===== src/rtl/register_bank_pkg.sv =====
// register_bank_pkg
// Shared definitions for the register bank slice: default widths, the
// register count derived from the address width, the hardwired zero-register
// index and the register word type.
package register_bank_pkg;

    localparam int DATA_WIDTH = 8;
    localparam int ADDR_WIDTH = 3;

    // Always a power of two, so every address decodes to a real register.
    localparam int NUM_REGS = 2 ** ADDR_WIDTH;

    localparam logic [ADDR_WIDTH-1:0] ZERO_REG_ADDR = '0;

    typedef logic [DATA_WIDTH-1:0] reg_word_t;

endpackage : register_bank_pkg


===== src/rtl/register_bank_if.sv =====
// register_bank_if
// Bundles the write and read port signals of the register bank.
//   we          write enable, active high
//   write_addr  register index to write
//   write_data  value to write
//   read_addr   register index to read
//   read_data   contents of the selected register (combinational)
// Modports:
//   master  decode/control side: drives the addresses, data and enable
//   slave   register bank side: drives read_data
interface register_bank_if #(
    parameter int DATA_WIDTH = register_bank_pkg::DATA_WIDTH,
    parameter int ADDR_WIDTH = register_bank_pkg::ADDR_WIDTH
);

    logic                  we;
    logic [ADDR_WIDTH-1:0] write_addr;
    logic [DATA_WIDTH-1:0] write_data;
    logic [ADDR_WIDTH-1:0] read_addr;
    logic [DATA_WIDTH-1:0] read_data;

    modport master (
        output we,
        output write_addr,
        output write_data,
        output read_addr,
        input  read_data
    );

    modport slave (
        input  we,
        input  write_addr,
        input  write_data,
        input  read_addr,
        output read_data
    );

endinterface : register_bank_if


===== src/rtl/register_bank_cell.sv =====
// register_bank_cell
// One storage word of the register bank: a DATA_WIDTH register with a
// synchronous active-low clear and a load enable.
//   clk    system clock, rising edge
//   rst_n  synchronous active-low clear (wins over load)
//   load   capture d on the next rising edge
//   d      data to capture
//   q      stored value
module register_bank_cell #(
    parameter int DATA_WIDTH = register_bank_pkg::DATA_WIDTH
) (
    input  logic                  clk,
    input  logic                  rst_n,
    input  logic                  load,
    input  logic [DATA_WIDTH-1:0] d,
    output logic [DATA_WIDTH-1:0] q
);

    // NOTE: clocked state uses non-blocking assignments so every cell samples
    // its inputs before any of them update on the same edge.
    always_ff @(posedge clk) begin
        if (!rst_n) begin
            q <= '0;
        end else if (load) begin
            q <= d;
        end
    end

endmodule : register_bank_cell


===== src/rtl/register_bank.sv =====
// register_bank
// General-purpose register file: NUM_REGS words of DATA_WIDTH bits with one
// synchronous write port and one combinational read port. Register 0 is a
// hardwired zero; writes to it are accepted and discarded.
//   clk    system clock, all state changes on the rising edge
//   rst_n  synchronous active-low reset, clears registers 1..NUM_REGS-1
//   bus    register_bank_if slave port (we, write_addr, write_data,
//          read_addr in; read_data out)
// There is no write-to-read bypass: a read of the register being written
// shows the old value until the edge that performs the write.
module register_bank
    import register_bank_pkg::*;
#(
    parameter int DATA_WIDTH = register_bank_pkg::DATA_WIDTH,
    parameter int ADDR_WIDTH = register_bank_pkg::ADDR_WIDTH
) (
    input  logic            clk,
    input  logic            rst_n,
    register_bank_if.slave  bus
);

    localparam int REG_COUNT = 2 ** ADDR_WIDTH;

    // Index 0 has no storage; it is tied to zero below.
    logic [REG_COUNT-1:0][DATA_WIDTH-1:0] regs;
    logic [REG_COUNT-1:1]                 write_sel;

    // One-hot write decode. Address 0 has no select line, which is what
    // makes writes to the zero register vanish.
    // NOTE: every bit gets a default before the loop so no latch is inferred.
    always_comb begin
        write_sel = '0;
        for (int i = 1; i < REG_COUNT; i++) begin
            write_sel[i] = bus.we && (bus.write_addr == ADDR_WIDTH'(i));
        end
    end

    assign regs[0] = '0;

    for (genvar g = 1; g < REG_COUNT; g++) begin : g_cell
        register_bank_cell #(
            .DATA_WIDTH (DATA_WIDTH)
        ) u_cell (
            .clk   (clk),
            .rst_n (rst_n),
            .load  (write_sel[g]),
            .d     (bus.write_data),
            .q     (regs[g])
        );
    end

    // Combinational read with an explicit zero-register override.
    assign bus.read_data = (bus.read_addr == ZERO_REG_ADDR[ADDR_WIDTH-1:0])
                         ? '0
                         : regs[bus.read_addr];

endmodule : register_bank


===== src/flat_wrapper.sv =====
// flat-port wrapper written by rule: the top's interface ports become plain ports
module register_bank_flat import register_bank_pkg::*;
#(
    parameter int DATA_WIDTH = register_bank_pkg::DATA_WIDTH,
    parameter int ADDR_WIDTH = register_bank_pkg::ADDR_WIDTH
)
  (clk, rst_n, bus_we, bus_write_addr, bus_write_data, bus_read_addr, bus_read_data);
  register_bank_if #(.DATA_WIDTH(DATA_WIDTH), .ADDR_WIDTH(ADDR_WIDTH)) bus_i ();
  input  logic clk;
  input  logic rst_n;
  input wire logic [$bits(bus_i.we)-1:0] bus_we;
  input wire logic [$bits(bus_i.write_addr)-1:0] bus_write_addr;
  input wire logic [$bits(bus_i.write_data)-1:0] bus_write_data;
  input wire logic [$bits(bus_i.read_addr)-1:0] bus_read_addr;
  output wire logic [$bits(bus_i.read_data)-1:0] bus_read_data;
  assign bus_i.we = bus_we;
  assign bus_i.write_addr = bus_write_addr;
  assign bus_i.write_data = bus_write_data;
  assign bus_i.read_addr = bus_read_addr;
  assign bus_read_data = bus_i.read_data;
  register_bank #(.DATA_WIDTH(DATA_WIDTH), .ADDR_WIDTH(ADDR_WIDTH)) u_core (.clk(clk), .rst_n(rst_n), .bus(bus_i));
endmodule

===== config.mk =====
export PLATFORM = sky130hd
export DESIGN_NAME = register_bank_flat
export DESIGN_NICKNAME = d
export VERILOG_FILES = /design/src/rtl/register_bank_pkg.sv /design/src/rtl/register_bank_if.sv /design/src/rtl/register_bank_cell.sv /design/src/rtl/register_bank.sv /design/src/flat_wrapper.sv
export SDC_FILE = /design/constraint.sdc
export NUM_CORES = 1
export LEC_CHECK = 0
export CORE_AREA = 2 2 71 73
export CTS_CLUSTER_DIAMETER = 30
export DETAILED_ROUTE_END_ITERATION = 10
export DIE_AREA = 0 0 73 75
export GPL_TIMING_DRIVEN = 0
export PLACE_DENSITY = 0.9
export RECOVER_POWER = 50
export SLEW_MARGIN = 20
export SYNTH_ARGS = -nofsm -noshare
export SYNTH_HDL_FRONTEND = slang
export SYNTH_HIERARCHICAL = 1
export SYNTH_SLANG_ARGS = --single-unit

===== constraint.sdc =====
create_clock -name clk -period 3 [get_ports clk]
set_input_delay 0.6 -clock clk [delete_from_list [all_inputs] [get_ports clk]]
set_output_delay 0.6 -clock clk [all_outputs]
set_load 0.05 [all_outputs]

==> results of run 1 <==
cells in the mapped netlist:
master    instances  share of area [%]
and2b_1           2               0.55
a221oi_1          3               0.96
mux2_4            5                2.7
a311oi_1          8                2.6
buf_2             1               0.18
dfxtp_1          56                 41
clkbuf_1          2               0.28
nand2b_1          4               0.92
nor2_1            6               0.82
nand2_1           2               0.28
buf_6             9                3.7
nor3_1            1               0.18
nor2b_1          63                 14
mux2i_1          64                 23
buf_8             1               0.55
buf_4             4                1.1
a221oi_2          5                2.7
mux2_2            3                1.2
a211oi_1          8                2.2
final timing paths:
| path | from | to | slack (ns) | depth (start not counted) |
|---|---|---|---|---|
| max | bus_read_addr[0] | bus_read_data[3] | 0.18 | 6 |
| min reg2reg | u_core/g_cell[4].u_cell/q[2] | u_core/g_cell[4].u_cell/q[2] | 0.52 | 2 |
| max reg2reg | u_core/g_cell[6].u_cell/q[4] | u_core/g_cell[6].u_cell/q[4] | 2.36 | 2 |
| min | u_core/g_cell[4].u_cell/q[2] | u_core/g_cell[4].u_cell/q[2] | 0.52 | 2 |
worst max-delay path: stages:
cell	delay (ns)
buf_4	0.17
nand2b_1	0.13
clkbuf_1	0.36
a211oi_1	0.11
a311oi_1	0.28
dlygate4sd2_1	0.57
per-layer routing:
| layer | global-route usage (%) | vias to the layer above | wire (microns) |
|---|---|---|---|
| met5 | 0 | - | 0 |
| met4 | 10.08 | 0 | 118 |
| met3 | 2.811 | 9 | 228 |
| met2 | 38.74 | 34 | 2698 |
| met1 | 29.10 | 854 | 2656 |
| li1 | - | 928 | - |
cells by family after synthesis:
group / count (synthesis) / share of synthesized area, %
buf+inv: 17 / 5.820
mux: 72 / 27.45
flops: 56 / 41.06
compound gates: 24 / 8.479
simple gates: 78 / 17.19
stage by stage:
step           util, %  power (mW)
3_5_place_dp     64.43      0.9922
3_3_place_gp     64.54      0.9904
2_1_floorplan        -      0.9172
6_report         65.37       1.402
4_1_cts          66.34       1.419
5_1_grt          65.37       1.458
report_power, final:
group          total (mW)  switching, mW  internal (mW)
Clock               0.436          0.248          0.187
Combinational       0.199          0.115         0.0843
Sequential          0.767        0.00803          0.759
timing repair:
item                       CTS  global route
resized for setup            9             0
hold buffers                 0             0
setup endpoints to repair    8             0
layout make-up:
class / instances / area [sq um]
Fill cell: 391 / 1614
Multi-Input combinational cell: 174 / 1450
Sequential cell: 56 / 1121
Timing Repair Buffer: 21 / 195.2
Buffer: 17 / 115.1
Clock buffer: 6 / 82.58
Tap cell: 54 / 67.56
Clock inverter: 2 / 15.01
==> run_results.csv, run 1 <==
group,metric,value,unit
run_status,outcome,"finished clean",
setup_path,cp.arrival,2.22,ns
timing,slew_headroom,47.85,%
route,drt_wl_total,5702,microns
cts,path_clk_slew,0.09,ns
floorplanning,core_area,4661,sq um
yosys,avgSynthCellArea,11.05,sq um
power_and_ir_drop,peakVddDrop,0.3283,mV
global_routing,grt_overflow,0,
layout,fin_cells,330,
global_routing,grt_pass1_vias,1787,
timing,rsz0062_at_grt,"false",
timing,period_minus_slack,2.817,ns
setup_path,startpoint_type,"primary input",
timing,tightestPinTransition,0.7822,ns
timing,clock_skew,0,ns
setup_path,path_class,"primary input to output port",
floorplanning,rows,25,
layout,top_regs,"u_core/g_cell.u_cell/q (56)",
power_and_ir_drop,p_leak,1.020,nW
yosys,synthCells,247,
yosys,ys.warnings.count,6,
layout,largest_register,"u_core/g_cell.u_cell/q",
layout,area_growth_syn_to_layout,11.59,%
setup_path,critPathMaxFanout,9,
route,via_count,1825,
layout,drive_above_1_share,11.59,%
cts,postCtsSetupBuffers,0,
job,cap_viol_max_count,0,
power_and_ir_drop,powerDensity,460.0,nW/um^2
cts,ctsHtreeMaxLevel,2,
floorplanning,start_util,58.58,%
timing,setup_slack,0.1826,ns
route,detail-route-antenna-nets,0,
setup_path,worstPathRequired,2.40,ns
cts,cts-root-buf,"clkbuf_8",
floorplanning,dieHeight,75,microns
timing,holdWs,0.5156,ns
yosys,synth_seq_area_share,41.06,%
floorplanning,pin_count,25,
cts,clock_sinks,56,
timing,report.final.slew_viol_count,0,
global_routing,antenna_found_initial,0,
cts,cts_buffers,5,
route,firstDrtPassIters,4,
route,drt_iter0_markers,112,
global_routing,grt_pass1_wl,9204,microns
yosys,synth-seq-cells,56,
floorplanning,die_w,73,microns
yosys,syn-cell-area,2730,sq um
yosys,syn-num-nets,264,
layout,layout_commonest_cell,"mux2i_1",
placed_design,place_congestion,0.7529,
yosys,synth_cell_types,19,
placed_design,post-dp-hpwl,3605,microns
timing,fin_crit_sh,93.91,%
floorplanning,die_area,5475,sq um
layout,largest_register_ffs,56,
timing,finalHoldViolations,0,
cts,cts_tree,"yes",
timing,setup_viol,0,
layout,final_cell_area,3047,sq um
placed_design,dp.cells,322,
route,drc,0,
worst_hold_path,worstHoldPathType,"flip-flop to flip-flop",
cts,worstSkewPairLatency,0.32,ns
setup_path,crit_path_end_kind,"output port",
cts,clock_tree.buffer_depth,2,
route,wire_per_inst,17.28,microns
layout,mostFrequentLayoutCells,"mux2i_1, nor2b_1, dfxtp_1",
global_routing,grt_max_degree,57,
placed_design,placed_area,3003,sq um
placed_design,pre_cts_ws,-0.1232,ns
timing,setup-tns-final,0,ns
placed_design,io_buffers,21,
route,viasPerCell,5.530,
layout,num_antenna_cells,0,
layout,nets,292,
global_routing,grt_use_total,22.75,%
timing,max_freq,354.9,MHz
(Power assumes the default switching activity.)
==> run 2, diff against run 1 <==
Settings changed: HOLD_SLACK_MARGIN set to 0.1.
==> results of run 2 <==
No change in the layout: final DEF, timing and power equal those of run 1.
==> RTL edit 1, RTL diff (flow settings as in run 1) <==
`DATA_WIDTH`: 8 -> 9.
--- a/src/rtl/register_bank_pkg.sv
+++ b/src/rtl/register_bank_pkg.sv
@@ -6,3 +6,3 @@
 
-    localparam int DATA_WIDTH = 8;
+    localparam int DATA_WIDTH = 9;
     localparam int ADDR_WIDTH = 3;
Ports: changed (resized bus_read_data and bus_write_data); port bits go from 25 to 27. No check against the original RTL was run, so the function may have changed too.
==> RTL edit 1 against run 1 <==
Wire length increased by 18%; worst hold slack got worse by 0.0047 ns; largest power group unchanged; design area increased by 12%; synthesized cell count increased by 11%; power increased by 27%; sequential cell count increased by 7; worst setup slack got worse by 0.091 ns; area after synthesis increased by 10%; critical path depth increased by 1; global-route usage increased by 3.7 points; combinational power increased by 12%; clock power increased by 58%; first-iteration DRC count increased by 28%; utilization increased by 8.1 points.
==> RTL edit 1: results (changes against run 1) <==
[critical_path]
critical_path.slowest_cell=clkdlybuf4s50_1  ; was dlygate4sd2_1
critPathMaxFanout=10  ; was 9
cp_slowest_stage_delay_ns=0.48  ; was 0.57 ns
worstPathArrival_ns=2.31  ; was 2.22 ns

[power]
p_int_mw=1.32  ; was 1.03 mW
ir_drop_mv=0.476  ; was 0.328 mV

[sta]
fin_skew_ns=0  ; unchanged
relSlewSlack=0.414  ; was 0.479

[grt]
grt_pass1_wl_mm=10.6  ; was 9.20 mm
grt_use_total=0.265  ; was 0.228

[yosys]
syn-num-nets=292  ; was 264
synth_common_cells=mux2i_1 (72), nor2b_1 (72), dfxtp_1 (63)  ; was mux2i_1 (64), nor2b_1 (63), dfxtp_1 (56)
synth-seq-area-share=0.420  ; was 0.411
yosys-top-cells-area=dfxtp_1 (42%), mux2i_1 (24%), nor2b_1 (15%)  ; was dfxtp_1 (41%), mux2i_1 (23%), nor2b_1 (14%)

[place]
placed_cells=353  ; was 322
port_buffers=24  ; was 21
gp_congestion=0.773  ; was 0.753

[drt]
firstDrtPassIters=4  ; unchanged
vias_per_cell=5.88  ; was 5.53
drt-total-wl_mm=6.74  ; was 5.70 mm
drtIter0Drc=143  ; was 112
wl_per_cell_um=18.3  ; was 17.3 µm

[final_layout]
fillerInstances=346  ; was 391
largest_registers=u_core/g_cell.u_cell/q x63  ; was u_core/g_cell.u_cell/q x56
drive_gt1_frac=0.146  ; was 0.116
finalNetCount=328  ; was 292

[outcome]
status=complete, no violations  ; unchanged

[clock_tree]
clk_pin_slew_ns=0.07  ; was 0.09 ns
cts.htree.levels=3  ; was 2
numCtsBuffers=9  ; was 5

## RTL edit 1: final timing paths
kind	from	to	slack [ns]	cells past startpoint
worst max register to register	u_core/g_cell[6].u_cell/q[2]	u_core/g_cell[6].u_cell/q[2]	2.32	2
worst min register to register	u_core/g_cell[4].u_cell/q[7]	u_core/g_cell[4].u_cell/q[7]	0.51	2
worst max-delay path	bus_read_addr[0]	bus_read_data[5]	0.09	7
worst min-delay path	u_core/g_cell[4].u_cell/q[7]	u_core/g_cell[4].u_cell/q[7]	0.51	2
## RTL edit 1: cell families after synthesis
kind of cell    count (synthesis)  synth area share
buf+inv                        17            0.0521
simple gates                   86             0.172
mux                            81             0.276
compound gates                 27            0.0792
flops                          63             0.420
## RTL edit 1: routing by layer
metal,track usage,vias to the layer above,part of all wire
met5,0,-,0
met4,0.121,0,0.018
met3,0.0656,15,0.037
met2,0.431,51,0.48
met1,0.333,1048,0.46
li1,-,1048,-
## RTL edit 1: worst max-delay path: cells and delay by family
| family | cells | cell delay (ns) |
|---|---|---|
| AO/OA/AOI/OAI | 2 | 0.33 |
| AND/OR/NAND/NOR | 1 | 0.12 |
| buffers and inverters | 4 | 1.26 |
## RTL edit 1: final cells by class
type	count	area (µm²)	share of cell area
clock buffers	11	131	0.0384
plain buffers	17	114	0.0332
flip-flops and latches	63	1260	0.368
clock inverters	4	47.5	0.0139
repair buffers	25	218	0.0636
well taps	54	67.6	0.0197
multi-input cells	194	1590	0.463
## RTL edit 1: metrics by stage
step / setup slack (ns) / hold slack (ns) / TNS [ns] / power (mW) / area (µm²)
after floorplan: 0.0396 / 0.474 / 0 / 1.02 / 3000
after global placement: -0.507 / 0.489 / -4.34 / 1.11 / 3310
after detailed placement: -0.494 / 0.498 / -4.27 / 1.11 / 3330
after CTS: 0.0466 / 0.514 / 0 / 1.78 / 3460
after global routing: 0.0243 / 0.533 / 0 / 1.83 / 3420
final: 0.0913 / 0.511 / 0 / 1.77 / 3420
## RTL edit 1: power by group through the flow
stage / sequential, mW / combinational, mW / clock, mW
after floorplan: 0.880 / 0.145 / 0
after global placement: 0.881 / 0.227 / 0
after detailed placement: 0.882 / 0.231 / 0
after CTS: 0.863 / 0.224 / 0.693
after global routing: 0.865 / 0.236 / 0.733
final: 0.864 / 0.223 / 0.687
## RTL edit 1: what timing repair did
| action | in CTS | in global routing |
|---|---|---|
| resized for setup | 54 | 8 |
| buffers inserted | 0 | 0 |
| hold buffers | 0 | 0 |
| setup endpoints to repair | 9 | 9 |
==> RTL edit 2, RTL diff (settings of run 1) <==
Made on the original files. Make the reset (`rst_n`) asynchronous in one clocked block. Comments in the files are not updated.
--- a/src/rtl/register_bank_cell.sv
+++ b/src/rtl/register_bank_cell.sv
@@ -20,3 +20,3 @@
     // its inputs before any of them update on the same edge.
-    always_ff @(posedge clk) begin
+    always_ff @(posedge clk or negedge rst_n) begin
         if (!rst_n) begin
Formal check against the unedited RTL: differs if rst_n is asserted again (counterexample within 4 cycles, from zero or initial values and one cycle with rst_n low); with rst_n held inactive, the same outputs for 10 cycles.
==> RTL edit 2 against run 1 <==
Worst hold slack worse by 0.0089 ns; maximum frequency down 1.5%; design area increased by 7.5%; wire length rose by 4.0%; worst setup slack got worse by 0.042 ns; sequential cell count stayed put; area after synthesis grew 7.7%; non-clock buffer count unchanged; critical path type unchanged.
Power is not compared: it rests on default switching activity, and its combinational part moved more than twofold at a synthesized area within 25%.
==> RTL edit 2: results (changes against run 1) <==
[outcome]
status=complete, no violations  ; unchanged

[drt]
route.vias.total=1698  ; was 1825
vias_per_cell=6.20  ; was 5.53
firstDrtPassIters=4  ; unchanged
drtIter0Drc=133  ; was 112
drt-total-wl_mm=5.93  ; was 5.70 mm

[grt]
met1_usage=0.346  ; was 0.291
grt_pass1_vias=1765  ; was 1787
grt_use_total=0.239  ; was 0.228
grt_pass1_wl_mm=9.52  ; was 9.20 mm
met2_usage=0.363  ; was 0.387
globalRouteMet3Util=0.0455  ; was 0.0281

[final_layout]
drive_gt1_frac=0.400  ; was 0.116
finalNetCount=236  ; was 292

[critical_path]
worstPathArrival_ns=2.26  ; was 2.22 ns

[yosys]
async_flop_share=1.00  ; was 0
synthFlopType=dfrtp_1  ; was dfxtp_1
synth_common_cells=mux2_4 (61), dfrtp_1 (56), buf_6 (9)  ; was mux2i_1 (64), nor2b_1 (63), dfxtp_1 (56)
yosys-top-cells-area=dfrtp_1 (48%), mux2_4 (31%), buf_6 (3.4%)  ; was dfxtp_1 (41%), mux2i_1 (23%), nor2b_1 (14%)
synth.area.mux_share=0.350  ; was 0.275
syn_inst=191  ; was 247
syn-num-nets=208  ; was 264

[sta]
tightest_slew_ns=1.38  ; was 0.782 ns

[place]
gp_congestion=0.758  ; was 0.753
placed_cells=266  ; was 322
hpwl_mm=3.79  ; was 3.60 mm

[clock_tree]
clk_latency_ns=0.30  ; was 0.32 ns

==> RTL edit 2: cells by family after synthesis <==
logic type	Yosys count
compound gates	24
simple gates	22
flops	56
buf+inv	17
mux	72
==> RTL edit 2: report_power, final <==
group	total [mW]	internal, mW	switching (mW)
Combinational	0.563	0.335	0.228
Clock	0.415	0.189	0.226
Sequential	1.02	0.921	0.100
==> RTL edit 2: layout make-up <==
type / instances / area, µm²
Sequential cell: 56 / 1400
Fill cell: 329 / 1390
Multi-Input combinational cell: 118 / 1380
Timing Repair Buffer: 21 / 195
Buffer: 17 / 144
Clock buffer: 8 / 90.1
Tap cell: 54 / 67.6
==> RTL edit 2: path summary, 6_finish.rpt <==
path,end,slack (ns),from,depth (start not counted)
worst min register to register,u_core/g_cell[4].u_cell/q[1],0.51,u_core/g_cell[4].u_cell/q[1],1
worst max-delay path,bus_read_data[3],0.14,bus_read_addr[0],6
worst max register to register,u_core/g_cell[2].u_cell/q[2],2.20,u_core/g_cell[2].u_cell/q[2],1
max in group asynchronous,u_core/g_cell[1].u_cell/q[6],1.58,rst_n,1
worst min-delay path,u_core/g_cell[4].u_cell/q[1],0.51,u_core/g_cell[4].u_cell/q[1],1
min in group asynchronous,u_core/g_cell[3].u_cell/q[1],0.61,rst_n,1
==> RTL edit 2: what timing repair did <==
action	in CTS	in global routing
hold endpoints to repair	0	0
resized for setup	8	0
setup endpoints to repair	8	0
hold buffers	0	0
==> RTL edit 2: worst max-delay path, cell delays in order <==
cell	delay [ns]
buf_4	0.17
nand2b_1	0.12
clkbuf_1	0.40
a211oi_1	0.11
a311oi_1	0.29
dlygate4sd2_1	0.57
==> RTL edit 2: per-layer routing <==
metal,vias up,share of wire
met5,-,0
met4,0,0.0081
met3,4,0.043
met2,46,0.47
met1,889,0.48
li1,759,-
==> RTL edit 2: through the flow <==
| stage | worst slack, ns | area [µm²] | hold slack, ns | utilization | TNS, ns |
|---|---|---|---|---|---|
| after floorplan | 0.0347 | 2940 | 0.304 | - | 0 |
| after global placement | -0.293 | 3220 | 0.484 | 0.690 | -16.74 |
| after detailed placement | -0.152 | 3220 | 0.490 | 0.690 | -0.837 |
| after CTS | 0.145 | 3300 | 0.350 | 0.707 | 0 |
| after global routing | 0.0137 | 3270 | 0.523 | 0.703 | 0 |
| final | 0.141 | 3270 | 0.507 | 0.703 | 0 |
